## src/rtl/buf_pkg.sv

```systemverilog
// Shared constants and types for the parallel circular Buffer and its
// reader/writer controllers.
package buf_pkg;

  localparam int DEF_SIZE  = 16;
  localparam int DEF_WIDTH = 8;
  localparam int DEF_K     = 4;
  localparam int DEF_J     = 8;

  localparam int BUF_AW = $clog2(DEF_SIZE);
  localparam int BUF_CW = $clog2(DEF_SIZE) + 1;

  typedef enum logic {
    IDLE = 1'b0,
    HOLD = 1'b1
  } rd_state_e;

  function automatic int aw_of(input int size);
    return $clog2(size);
  endfunction

  function automatic int cw_of(input int size);
    return $clog2(size) + 1;
  endfunction

endpackage

```

## src/rtl/circ_buf_reader_occ_counter.sv

```systemverilog
// Occupancy counter: up by INC on an accepted request, down by DEC,
// with a space-available flag and a sticky overflow flag.
module occ_counter #(
  parameter int SIZE = 16,
  parameter int INC  = 4,
  parameter int DEC  = 8,
  parameter int CW   = $clog2(SIZE) + 1
) (
  input  logic          clk,
  input  logic          rst,
  input  logic          clear,
  input  logic          inc_req,
  input  logic          dec,
  output logic          space_ok,
  output logic          have_dec,
  output logic [CW-1:0] count,
  output logic          overflow
);

  logic [CW-1:0] count_q, count_d;
  logic          ovf_q, ovf_d;
  logic [CW-1:0] space;
  logic          push;

  assign space    = CW'(SIZE) - count_q;
  assign space_ok = space >= CW'(INC);
  assign have_dec = count_q >= CW'(DEC);
  assign push     = inc_req & space_ok;

  always_comb begin
    count_d = count_q;
    ovf_d   = ovf_q;
    if (clear) begin
      count_d = '0;
      ovf_d   = 1'b0;
    end else begin
      // both terms apply when a push and a pop share a cycle
      count_d = count_q
              + (push ? CW'(INC) : '0)
              - (dec  ? CW'(DEC) : '0);
      ovf_d   = ovf_q | (inc_req & ~space_ok);
    end
  end

  always_ff @(posedge clk or posedge rst) begin
    if (rst) begin
      count_q <= '0;
      ovf_q   <= 1'b0;
    end else begin
      count_q <= count_d;
      ovf_q   <= ovf_d;
    end
  end

  assign count    = count_q;
  assign overflow = ovf_q;

endmodule

```

## src/rtl/circ_buf_reader.sv

```systemverilog
// Read-side controller for the parallel circular Buffer: tracks occupancy,
// steps the read pointer and hands J-word chunks downstream.
module circ_buf_reader
  import buf_pkg::*;
#(
  parameter int SIZE  = DEF_SIZE,
  parameter int WIDTH = DEF_WIDTH,
  parameter int K     = DEF_K,
  parameter int J     = DEF_J,
  parameter int AW    = $clog2(SIZE),
  parameter int CW    = $clog2(SIZE) + 1
) (
  input  logic               clk,
  input  logic               rst,
  input  logic               flush,
  input  logic               wr_done,
  output logic               wr_ready,
  output logic [AW-1:0]      read_add,
  input  logic [WIDTH*J-1:0] buf_data,
  output logic [WIDTH*J-1:0] out_data,
  output logic               out_valid,
  input  logic               out_ready,
  output logic [CW-1:0]      count,
  output logic               overflow
);

  rd_state_e          state_q, state_d;
  logic [AW-1:0]      rd_ptr_q, rd_ptr_d;
  logic [WIDTH*J-1:0] data_q, data_d;
  logic               capture;
  logic               have_chunk;

  occ_counter #(
    .SIZE (SIZE),
    .INC  (K),
    .DEC  (J),
    .CW   (CW)
  ) u_occ (
    .clk      (clk),
    .rst      (rst),
    .clear    (flush),
    .inc_req  (wr_done),
    .dec      (capture),
    .space_ok (wr_ready),
    .have_dec (have_chunk),
    .count    (count),
    .overflow (overflow)
  );

  always_comb begin
    state_d  = state_q;
    rd_ptr_d = rd_ptr_q;
    data_d   = data_q;
    capture  = 1'b0;
    if (flush) begin
      state_d  = IDLE;
      rd_ptr_d = '0;
      data_d   = '0;
    end else begin
      unique case (state_q)
        IDLE: capture = have_chunk;
        HOLD: begin
          if (out_ready) begin
            capture = have_chunk;
            if (!have_chunk) state_d = IDLE;
          end
        end
        default: state_d = IDLE;
      endcase
      // pointer wraps through AW-bit truncation
      if (capture) begin
        data_d   = buf_data;
        rd_ptr_d = rd_ptr_q + AW'(J);
        state_d  = HOLD;
      end
    end
  end

  always_ff @(posedge clk or posedge rst) begin
    if (rst) begin
      state_q  <= IDLE;
      rd_ptr_q <= '0;
      data_q   <= '0;
    end else begin
      state_q  <= state_d;
      rd_ptr_q <= rd_ptr_d;
      data_q   <= data_d;
    end
  end

  assign read_add  = rd_ptr_q;
  assign out_data  = data_q;
  assign out_valid = (state_q == HOLD);

endmodule

```

## config.mk

```make
export PLATFORM = sky130hd
export DESIGN_NAME = circ_buf_reader
export DESIGN_NICKNAME = d
export VERILOG_FILES = /design/src/rtl/buf_pkg.sv /design/src/rtl/circ_buf_reader_occ_counter.sv /design/src/rtl/circ_buf_reader.sv
export SDC_FILE = /design/constraint.sdc
export NUM_CORES = 1
export LEC_CHECK = 0
export BUFFER_PORTS_ARGS = -buffer_cell sky130_fd_sc_hd__buf_4
export CORE_MARGIN = 4
export CORE_UTILIZATION = 50
export CTS_BUF_LIST = sky130_fd_sc_hd__clkbuf_4 sky130_fd_sc_hd__clkbuf_8
export DETAILED_ROUTE_END_ITERATION = 16
export GPL_ROUTABILITY_DRIVEN = 0
export PLACE_DENSITY = 0.88
export RECOVER_POWER = 100
export REMOVE_ABC_BUFFERS = 1
export SLEW_MARGIN = 20
export SYNTH_ARGS = -nofsm -noshare
export SYNTH_HDL_FRONTEND = slang
export SYNTH_SLANG_ARGS = --single-unit
```

## constraint.sdc

```tcl
create_clock -name clk -period 5.7 [get_ports clk]
set_input_delay 0.285 -clock clk [delete_from_list [all_inputs] [get_ports clk]]
set_output_delay 0.285 -clock clk [all_outputs]
set_load 0.01 [all_outputs]
```

==> metrics.md <==
| Metric | Value |
|---|---|
| HPWL Detailed | 4830 um |
| Core Rows | 26 |
| Initial core utilization | 0.528 |
| Cts-stage hold buffer count | 0 |
| DR vias/cell | 5.26 |
| Slack of the critical path | 2060 ps |
| Drt pass-1 iters | 4 |
| Netlist Area Pre-Place | 2750 sq um |
| CTS HTree Levels | 3 |
| CP startpoint kind | flop |
| CTS buffer count | 9 |
| # clock sinks | 70 |
| Fin nets | 398 |
| Failing checks | max-capacitance violations, max-slew violations |
| Slew Viols, Final | 71 |
| Layout Skew | 5.21 ps |
| Pwr Total | 1.80 mW |
| Die ar. | 6750 sq um |
| Antenna-violating nets left | 0 |
| Final setup viols | 0 |
| Yosys top cell by area | dfrtp_1 |
| All-Layer GR Usage | 0.203 |
| CTS tree | done |
| Max VDD drop | 238 uV |
| Seq/Total Area, Yosys | 0.638 |
| Root buffer cell | clkbuf_8 |
| Status | complete, but fails checks |
| Via count | 2089 |
| M1 wire length | 2650 um |
| Top FF cell, synth | dfrtp_1 |
| Post-synth ARST share | 1.00 |
| Area grow syn2layout | 32.9% |
| Post-CTS setup buffers | 0 |
| Count leader, synth | dfrtp_1 |
| Vias in the first global route | 2049 |
| Hold path depth | 2 |
| First-pass GRT wire length | 10100 um |
| CP Data Arrival Time | 3880 ps |
| # IOs | 145 |
| Die X | 82.1 um |
| GRT overflow | 0 |
| Top post-synthesis cells by area | dfrtp_1 64%, a22o_1 20%, buf_6 5.3% |
| Post-synth EDFFs | 0 |
| Crit share post-route | 0.638 |
| Mean Syn Cell Area | 14.8 sq um |
| Setup_tns | 0 ps |
| Critical path class | flop to flop |
| Class of the worst hold path | input port to flop |
| #FFs+latches synth | 70 |
| Antenna fix cells | 0 |
| Worst r2r src | u_occ.count[2] |
| Slew @ Worst Pin | 3520 ps |
| Core area | 5200 sq um |
| Leakage | 1.81 nW |
| Total wire length | 6690 um |
| YS warnings | 0 |
| Post-layout util | 0.701 |
| Met2 Wirelength | 3400 um |
| Die height | 82.1 um |
| CP startpoint | u_occ.count[2] |
| Critical Path Fanout Max | 34 |
| Max clock buf depth | 2 |
| Clock latency on the worst-skew pair | 320 ps |
| Cells after Synth | 186 |
| DR iter-0 viols | 99 |
| Achievable frequency | 275 MHz |
| Unrepaired setup endpoints after global routing | no |
| Mean routed wirelength per cell | 16.9 um |
| Port bufs | 139 |
| CTS clock-pin slew for the worst setup and hold paths | 70 ps |
| Initial antenna violation count | 0 |
| CP required | 5950 ps |
| # fillers | 443 |
| HP Start | buf_data[16] |
| Final Hold Viols | 0 |
| PwrDens | 493 nW/um^2 |
| Top sig layer | met4 |
| Unique masters post-synth | 24 |
| Slew margin rel. | -1.35 |
| Layout cells sized above 1 | 0.266 |
| Post-synth top cells | 70 x dfrtp_1, 64 x a22o_1, 13 x buf_6 |
| Post-synth top area share | 0.638 |
| Post-layout min period | 3640 ps |
| R2R depth | 6 |
| Largest net degree at the start of global routing | 71 |
| Worst setup EP type | flop |
| Wire length on met3 | 595 um |
| Drt drc | 0 |
| MaxCap Viol Count | 1 |
| Setup WS pre-CTS | 3260 ps |
| PostCTS Resize Cnt | 0 |
-- layer usage --
metal	global-route usage	up-vias
met5	0	-
met4	0.0797	0
met3	0.0499	6
met2	0.336	97
met1	0.259	1029
li1	-	957
-- critical path, cell delays in order (launching register included) --
cell	delay, ps
dfrtp_1	380
inv_1	90
ha_1	220
nor3_1	530
o21ba_1	940
clkbuf_1	1110
a22o_1	280
-- registers in the layout (all words and copies together) (netlist names) --
signal / count
out_data: 64
u_occ.overflow: 1
out_valid: 1
read_add: 1
u_occ.count: 3
-- logic make-up after synthesis --
| group | Yosys count | share of synthesized area |
|---|---|---|
| xor gates and xnor gates | 3 | 0.00956 |
| other | 1 | 0.00136 |
| and+or+nand+nor | 12 | 0.0291 |
| AOI/OAI and AO/OA | 68 | 0.214 |
| DFF | 70 | 0.638 |
| adders and majority gates | 6 | 0.0301 |
| buffers and inverters | 26 | 0.0788 |
-- area by class of cell --
class / instances / area (sq um) / share of cell area
clock buffer: 12 / 165 / 0.0452
inverter: 6 / 22.5 / 0.00617
multi-input combinational: 94 / 790 / 0.216
timing repair buffer: 142 / 792 / 0.217
clock inverter: 3 / 42.5 / 0.0117
sequential: 70 / 1750 / 0.480
tap: 70 / 87.6 / 0.0240
-- per-stage QoR --
| step | hold slack (ps) | cells | instance area [sq um] |
|---|---|---|---|
| floorplan | 348 | 170 | 2570 |
| global placement | 483 | 382 | 3730 |
| detailed placement | 487 | 382 | 3730 |
| CTS | 161 | 397 | 3940 |
| global route | 162 | 397 | 3650 |
| finish | 184 | 397 | 3650 |
-- placed cells by master, fill, tap and decap left out, drive strengths merged --
| cell | Yosys | layout |
|---|---|---|
| a21oi | 1 | 1 |
| a22o | 64 | 64 |
| buf | 20 | 69 |
| bufinv | 0 | 1 |
| clkbuf | 0 | 85 |
| clkinv | 0 | 1 |
| clkinvlp | 0 | 1 |
| conb | 1 | 5 |
| dfrtp | 70 | 70 |
| fa | 1 | 1 |
| ha | 5 | 5 |
| inv | 6 | 6 |
| nand2 | 1 | 1 |
| nand2b | 1 | 1 |
| nor2 | 3 | 3 |
| nor2b | 3 | 3 |
| nor3 | 2 | 2 |
| o21ai | 1 | 1 |
| o21ba | 1 | 1 |
| o22ai | 1 | 1 |
| or3 | 1 | 1 |
| or4 | 1 | 1 |
| xnor2 | 1 | 1 |
| xor2 | 2 | 2 |
-- worst paths after layout --
path	endpoint	slack, ps
worst max-delay path	out_data[9]	2060
worst min-delay path	out_data[16]	180
worst max register to register	out_data[9]	2060
worst min register to register	out_data[34]	500
max in group asynchronous	out_data[55]	2390
min in group asynchronous	out_data[8]	1310
-- report_power, final --
group	switching, mW	total (mW)	internal (mW)	leakage (nW)
logic	0.371	0.637	0.266	0.770
registers	0.102	0.760	0.657	0.932
clock network	0.167	0.402	0.235	0.104
total	0.640	1.80	1.16	1.81
(Power assumes the default switching activity.)
